===== config.mk =====
export PLATFORM = sky130hd
export DESIGN_NAME = calc_result_bcd
export DESIGN_NICKNAME = d
export VERILOG_FILES = /design/src/rtl/calc_pkg.sv /design/src/rtl/bcd_add3.sv /design/src/rtl/calc_result_bcd.sv
export SDC_FILE = /design/constraint.sdc
export NUM_CORES = 1
export LEC_CHECK = 0
export ABC_AREA = 1
export CAP_MARGIN = 40
export CORE_UTILIZATION = 60
export CTS_BUF_LIST = sky130_fd_sc_hd__clkbuf_4
export DETAILED_ROUTE_END_ITERATION = 8
export GPL_ROUTABILITY_DRIVEN = 0
export GPL_TIMING_DRIVEN = 0
export PLACE_DENSITY = 0.85
export SETUP_SLACK_MARGIN = 0.02
export SYNTH_ARGS = -nofsm -noshare
export SYNTH_HDL_FRONTEND = slang
export SYNTH_HIERARCHICAL = 1
export SYNTH_SLANG_ARGS = --single-unit

===== constraint.sdc =====
create_clock -name clk -period 2.55 [get_ports clk]
set_input_delay 0.3825 -clock clk [delete_from_list [all_inputs] [get_ports clk]]
set_output_delay 0.3825 -clock clk [all_outputs]
set_load 0.01 [all_outputs]

===== src/rtl/calc_pkg.sv =====
// Shared constants and state type for the calculator result-to-BCD converter.
package calc_pkg;

   localparam int unsigned CALC_RES_W = 16;
   localparam int unsigned CALC_NDIG  = 5;
   localparam logic [3:0]  BLANK_CODE = 4'hF;

   typedef enum logic [1:0] {
      IDLE,
      SHIFT,
      DONE
   } calc_state_e;

endpackage


===== src/rtl/bcd_add3.sv =====
// Combinational double-dabble digit corrector: adds 3 to any digit of 5 or more.
module bcd_add3 (
   input  logic [3:0] din,
   output logic [3:0] dout
);

   // Pre-shift correction so that doubling carries into the next decade.
   always_comb begin
      dout = din;
      if (din >= 4'd5) begin
         dout = din + 4'd3;
      end
   end

endmodule


===== src/rtl/calc_result_bcd.sv =====
// Serial binary-to-BCD converter for the calculator result (double dabble,
// one bit per cycle). Optional build macro CALC_BCD_BLANK_EN replaces
// leading zero digits above the units digit with a blank code.
module calc_result_bcd
   import calc_pkg::*;
#(
   parameter int unsigned IN_W = CALC_RES_W,
   parameter int unsigned NDIG = CALC_NDIG
) (
   input  logic              clk,
   input  logic              reset,
   input  logic              in_valid,
   output logic              in_ready,
   input  logic [IN_W-1:0]   RESULT_IN,
   input  logic              NEG_IN,
   output logic              out_valid,
   input  logic              out_ready,
   output logic [4*NDIG-1:0] BCD,
   output logic              SIGN,
   output logic              busy
);

   localparam int unsigned CW = $clog2(IN_W + 1);
   localparam logic [CW-1:0] LAST_STEP = CW'(IN_W - 1);

   calc_state_e        state_q, state_d;
   logic [IN_W-1:0]    bin_q, bin_d;
   logic [4*NDIG-1:0]  dig_q, dig_d;
   logic [4*NDIG-1:0]  dig_adj;
   logic [4*NDIG-1:0]  disp;
   logic [CW-1:0]      cnt_q, cnt_d;
   logic               sign_q, sign_d;

   for (genvar i = 0; i < int'(NDIG); i++) begin : g_add3
      bcd_add3 u_add3 (
         .din  (dig_q[4*i +: 4]),
         .dout (dig_adj[4*i +: 4])
      );
   end

   // Next-state logic: accept, one double-dabble step per SHIFT cycle, hold in DONE.
   always_comb begin
      state_d = state_q;
      bin_d   = bin_q;
      dig_d   = dig_q;
      cnt_d   = cnt_q;
      sign_d  = sign_q;
      unique case (state_q)
         IDLE: begin
            if (in_valid) begin
               bin_d   = RESULT_IN;
               dig_d   = '0;
               cnt_d   = '0;
               sign_d  = NEG_IN && (RESULT_IN != '0);
               state_d = SHIFT;
            end
         end
         SHIFT: begin
            {dig_d, bin_d} = {dig_adj, bin_q} << 1;
            cnt_d = cnt_q + CW'(1);
            if (cnt_q == LAST_STEP) begin
               state_d = DONE;
            end
         end
         DONE: begin
            if (out_ready) begin
               state_d = IDLE;
            end
         end
         default: state_d = IDLE;
      endcase
   end

   // State register with synchronous reset discarding any conversion in flight.
   always_ff @(posedge clk) begin
      if (reset) begin
         state_q <= IDLE;
         bin_q   <= '0;
         dig_q   <= '0;
         cnt_q   <= '0;
         sign_q  <= 1'b0;
      end else begin
         state_q <= state_d;
         bin_q   <= bin_d;
         dig_q   <= dig_d;
         cnt_q   <= cnt_d;
         sign_q  <= sign_d;
      end
   end

`ifdef CALC_BCD_BLANK_EN
   logic lead;

   // Blank zero digits from the top down until the first non-zero; units digit is never blanked.
   always_comb begin
      disp = dig_q;
      lead = 1'b1;
      for (int i = int'(NDIG) - 1; i >= 1; i--) begin
         if (lead && (dig_q[4*i +: 4] == 4'd0)) begin
            disp[4*i +: 4] = BLANK_CODE;
         end else begin
            lead = 1'b0;
         end
      end
   end
`else
   // Raw digits including leading zeros.
   always_comb begin
      disp = dig_q;
   end
`endif

   // Handshake and output gating: nothing partial leaves the block outside DONE.
   always_comb begin
      in_ready  = (state_q == IDLE);
      busy      = (state_q != IDLE);
      out_valid = (state_q == DONE);
      BCD       = out_valid ? disp : '0;
      SIGN      = out_valid && sign_q;
   end

endmodule


==> results of run 1 <==
[per-layer routing]
metal | vias up | part of all wire, %
met1 | 1144 | 45
li1 | 1357 | -
met4 | 0 | 1.1
met2 | 64 | 50
met5 | - | 0
met3 | 6 | 3.7
[state kept, by name (all words and copies together), names as in the netlist]
register / count
bin_q: 16
cnt_q: 5
dig_q: 20
sign_q: 1
state_q: 2
[through the flow]
step / util (%) / setup slack, ns / instances
2_1_floorplan: - / 1.131 / 414
3_3_place_gp: 73.87 / 0.6018 / 509
3_5_place_dp: 73.87 / 0.5827 / 509
4_1_cts: 75.17 / 0.1757 / 517
5_1_grt: 75.17 / 0.06657 / 517
6_report: 75.17 / 0.2087 / 517
[final cells by class]
class                   count  area, sq um  area share (%)
plain buffers              16        117.6           3.618
inverters                  54        202.7           6.236
repair buffers             43        430.4           13.24
clock inverters             1        3.754          0.1155
well taps                  52        65.06           2.002
clock buffers               7        52.55           1.617
flip-flops and latches     44        880.8           27.10
multi-input cells         300         1498           46.07
[power by group through the flow]
stage,combinational [mW],sequential (mW),clock (mW)
3_5_place_dp,0.202,0.740,0
3_3_place_gp,0.199,0.739,0
2_1_floorplan,0.133,0.736,0
6_report,0.201,0.725,0.337
5_1_grt,0.225,0.728,0.377
4_1_cts,0.202,0.724,0.351
[final timing paths]
path              slack (ns)       end
setup / recovery        0.21    BCD[6]
hold / removal          0.35  dig_q[8]
setup reg to reg        1.08  cnt_q[4]
hold reg to reg         0.47  bin_q[0]
==> results_dict.tcl, run 1 <==
set metrics [dict create \
    cp-end-kind "output pin" \
    critPathMaxFanout 10 \
    rsz0062_at_grt "no" \
    postCtsResizedCells 0 \
    holdCritPathClass "in2reg" \
    synth_fp_nets 447 \
    ys.warnings.count 6 \
    avgSynthCellArea_sq_um 6.519 \
    grt_pass1_vias 2372 \
    slew_violations 0 \
    routed_wl_mm 5.574 \
    nets 497 \
    antenna_found_initial 0 \
    finClkSkew_ns 0.009437 \
    path_cells "inv_2 -> nor2_2 -> inv_1 -> clkbuf_1 -> nor2_1 -> clkdlybuf4s50_1" \
    drc 0 \
    worst-setup-path-type "reg2out" \
    cp-start-kind "register" \
    die_x_um 69.07 \
    hold_viol_final 0 \
    p_sw_mw 0.3353 \
    cts_tree "done" \
    met3_usage_pct 3.947 \
    slowest_delay_ns 0.55 \
    reg2regPathDepth 6 \
    detail-route-antenna-nets 0 \
    holdWs_ns 0.3452 \
    port_buffers 43 \
    max_freq_mhz 427.1 \
    first_pass_iters 4 \
    p_clk_share_pct 26.7 \
    tightest_slew_ns 0.4976 \
    p_sw_share_pct 26.54 \
    dpl.hpwl_mm 4.259 \
    fin_area_sq_um 3251 \
    max_cap_viol_count 0 \
    worstHoldStart "reset" \
    drive_above_1_share_pct 11.40 \
    cts_buffers 5 \
    area_growth_syn_to_layout_pct 20.45 \
    fillers 358 \
    cp.depth 6 \
    grt-ovfl-total 0 \
    core_area_sq_um 4324 \
    clk_latency_ns 0.35 \
    r2r_start "cnt_q[0]" \
    cts_setup_buffers 0 \
    fp.dieH_um 69.07 \
    cp_num_buf_inv 4 \
    total_power_mw 1.263 \
    worstSetupStartpoint "state_q[1]" \
    antenna_cells 0 \
    finalSetupViolCount 0 \
    crit_family "buffers and inverters" \
    fin_crit_ns 2.341 \
    cts_max_path_buffers 2 \
    dieArea_sq_um 4770 \
    final_cell_mix "130 x nand2_1, 66 x nor2_1, 47 x inv_1, 44 x dfxtp_1" \
    num_rows 24 \
    max_slew_margin_pct 66.83 \
    irDropWorstVdd_v 0.0003788 \
    required_ns 2.17 \
    place_area_sq_um 3194 \
    numClockSinks 44 \
    combPwrFrac_pct 15.9 \
    groute.usage.overall_pct 24.95 \
    grt_pass1_wl_mm 9.832 \
    use_met1_pct 29.15 \
    p_int_mw 0.9280 \
    powerDensity_nw_per_um2 388.6 \
    dr.first_iter.drc_count 133 \
    syn_inst 414 \
    worst-endpoint-arrival_ns 1.96 \
    setup_tns_ns 0 \
    syn-cell-area_sq_um 2699 \
    cts_max_level 2 \
    busiest_layer "met2" \
    vias 2571 \
    hold_buffers 0 \
    vias_per_cell 4.973 \
    grt_max_degree 13 \
    seqPwrFrac_pct 57.4 \
    crit_path_top_delay_cell "clkdlybuf4s50_1" \
    clk_pin_slew_worst_paths_ns 0.11 \
    ioPinCount 45 \
    p_leak_nw 1.218 \
    start_util_pct 62.41 \
    final_common_cell "nand2_1" \
    gr-usage-met2_pct 45.85 \
    outcome "complete, no violations" \
    min_path_cells 2 \
    post_drt_wl_per_cell_um 10.78 \
    clock-root-buffer "clkbuf_4" \
    period_share_pct 91.82 \
]
(Power assumes the default switching activity.)
==> run 2: changes to the inputs <==
- ABC_CLOCK_PERIOD_IN_PS: default -> 2550
==> results of run 2 <==
Same layout as run 1: the final DEF is identical, and so are final timing and power.
==> run 3: changes to the inputs <==
- CTS_CLUSTER_SIZE: default -> 16
- GPL_TIMING_DRIVEN: 0 -> default
- SKIP_CTS_REPAIR_TIMING: default -> 1
==> run 3 against run 2 <==
Flip-flop and latch count did not move; sequential power about the same; core utilization down 1.9 points; worst hold slack improved by 0.13 ns; worst setup slack got worse by 0.028 ns; combinational power fell by 13%; clock power fell by 5%; clock skew shrank 0.0035 ns; largest power group unchanged; highest routed layer unchanged.
==> results_dict.tcl, run 3 (synthesized netlist as in run 1, its figures left out) <==
set metrics [dict create \
    antenna_found_initial 0 \
    routed_wl_mm 5.163 \
    num_rows 24 \
    drive_above_1_share_pct 10.60 \
    rsz0062_at_grt "no" \
    cts_max_path_buffers 2 \
    finalSetupViolCount 0 \
    use_met1_pct 27.26 \
    reg2regPathDepth 5 \
    cp-end-kind "output pin" \
    first_pass_iters 4 \
    vias 2506 \
    period_share_pct 92.90 \
    reg2reg_setup_slack_ns 1.01 \
    final_common_cell "nand2_1" \
    busiest_layer "met2" \
    path_cells "inv_2 -> nor2_2 -> inv_1 -> nor2_1 -> clkdlybuf4s50_1" \
    irDropWorstVdd_v 0.0002599 \
    nets 486 \
    post_drt_wl_per_cell_um 10.22 \
    holdCritPathClass "reg2reg" \
    port_buffers 44 \
    grt_max_degree 41 \
    place_area_sq_um 3117 \
    hold_viol_final 0 \
    dpl.hpwl_mm 3.749 \
    crit_path_top_delay_cell "clkdlybuf4s50_1" \
    clk_pin_slew_worst_paths_ns 0.12 \
    die_x_um 69.07 \
    dr.first_iter.drc_count 104 \
    powerDensity_nw_per_um2 385.0 \
    min_path_cells 2 \
    numClockSinks 44 \
    max_slew_margin_pct 54.68 \
    cts_max_level 2 \
    start_util_pct 62.41 \
    p_leak_nw 1.179 \
    setup_tns_ns 0 \
    fin_area_sq_um 3167 \
    clock-root-buffer "clkbuf_4" \
    fp.dieH_um 69.07 \
    cts_tree "done" \
    core_area_sq_um 4324 \
    worst-endpoint-arrival_ns 1.99 \
    top_register "dig_q" \
    vias_per_cell 4.962 \
    largest_reg_flops 20 \
    worst-setup-path-type "reg2out" \
    outcome "complete, no violations" \
    tightest_slew_ns 0.6790 \
    final_cell_mix "130 x nand2_1, 66 x nor2_1, 47 x inv_1, 44 x dfxtp_1, 44 x clkdlybuf4s50_1" \
    slowest_delay_ns 0.55 \
    critPathMaxFanout 22 \
    clk_latency_ns 0.34 \
    required_ns 2.17 \
    ioPinCount 45 \
    groute.usage.overall_pct 22.89 \
    drc 0 \
    met3_usage_pct 2.778 \
    max_freq_mhz 422.1 \
    cp-start-kind "register" \
    finClkSkew_ns 0.005980 \
    max_cap_viol_count 0 \
    cts_buffers 5 \
    detail-route-antenna-nets 0 \
    dieArea_sq_um 4770 \
    fin_crit_ns 2.369 \
    grt_pass1_vias 2272 \
    area_growth_syn_to_layout_pct 17.34 \
    reg_top3 "dig_q: 20 flops, bin_q: 16 flops, cnt_q: 5 flops" \
    grt_pass1_wl_mm 9.218 \
    gr-usage-met2_pct 41.32 \
    slew_violations 0 \
    grt-ovfl-total 0 \
    antenna_cells 0 \
]
[run 3: changes by cell type in the layout (fill, tap and decap cells not counted), sizes merged]
cell / change
clkbuf: -8
clkdlybuf4s50: +1
buf: -5
[run 3: power breakdown]
part / leakage, nW / switching (mW) / total, mW / internal [mW]
combinational: 0.789 / 0.103 / 0.175 / 0.0721
sequential: 0.358 / 0.0135 / 0.724 / 0.711
clock: 0.0315 / 0.207 / 0.320 / 0.113
total: 1.18 / 0.324 / 1.22 / 0.895
[run 3: path summary, 6_finish.rpt]
| path | endpoint | start |
|---|---|---|
| hold / removal | bin_q[0] | bin_q[0] |
| hold reg to reg | bin_q[0] | bin_q[0] |
| setup / recovery | BCD[14] | state_q[1] |
| setup reg to reg | state_q[1] | state_q[1] |
[run 3: through the flow]
stage          worst slack (ns)  hold WS, ns  instances  power [mW]  util, %
2_1_floorplan             1.131       0.4390        414      0.8694        -
3_3_place_gp             0.6467       0.4495        498      0.9132    72.08
3_5_place_dp             0.5760       0.4600        498      0.9160    72.08
4_1_cts                  0.1800       0.4772        505       1.233    73.24
5_1_grt                 0.03216       0.5004        505       1.280    73.24
6_report                 0.1811       0.4778        505       1.219    73.24
[run 3: routing by layer]
layer,vias to the layer above,part of all wire [%]
met5,-,0
met4,0,2.1
met3,9,3.8
met2,57,50
met1,1103,44
li1,1337,-
[run 3: cell type report]
class / instances / area [sq um]
multi-input combinational: 300 / 1498
fill: 386 / 1157
timing repair buffer: 48 / 470.5
clock buffer: 6 / 45.04
inverter: 54 / 202.7
tap: 52 / 65.06
clock inverter: 1 / 5.005
sequential: 44 / 880.8
[run 3: critical path: cells and delay by family, from the launching register on]
family | cells | cell delay [ns]
buffers and inverters | 3 | 0.93
DFF | 1 | 0.43
and+or+nand+nor | 2 | 0.28
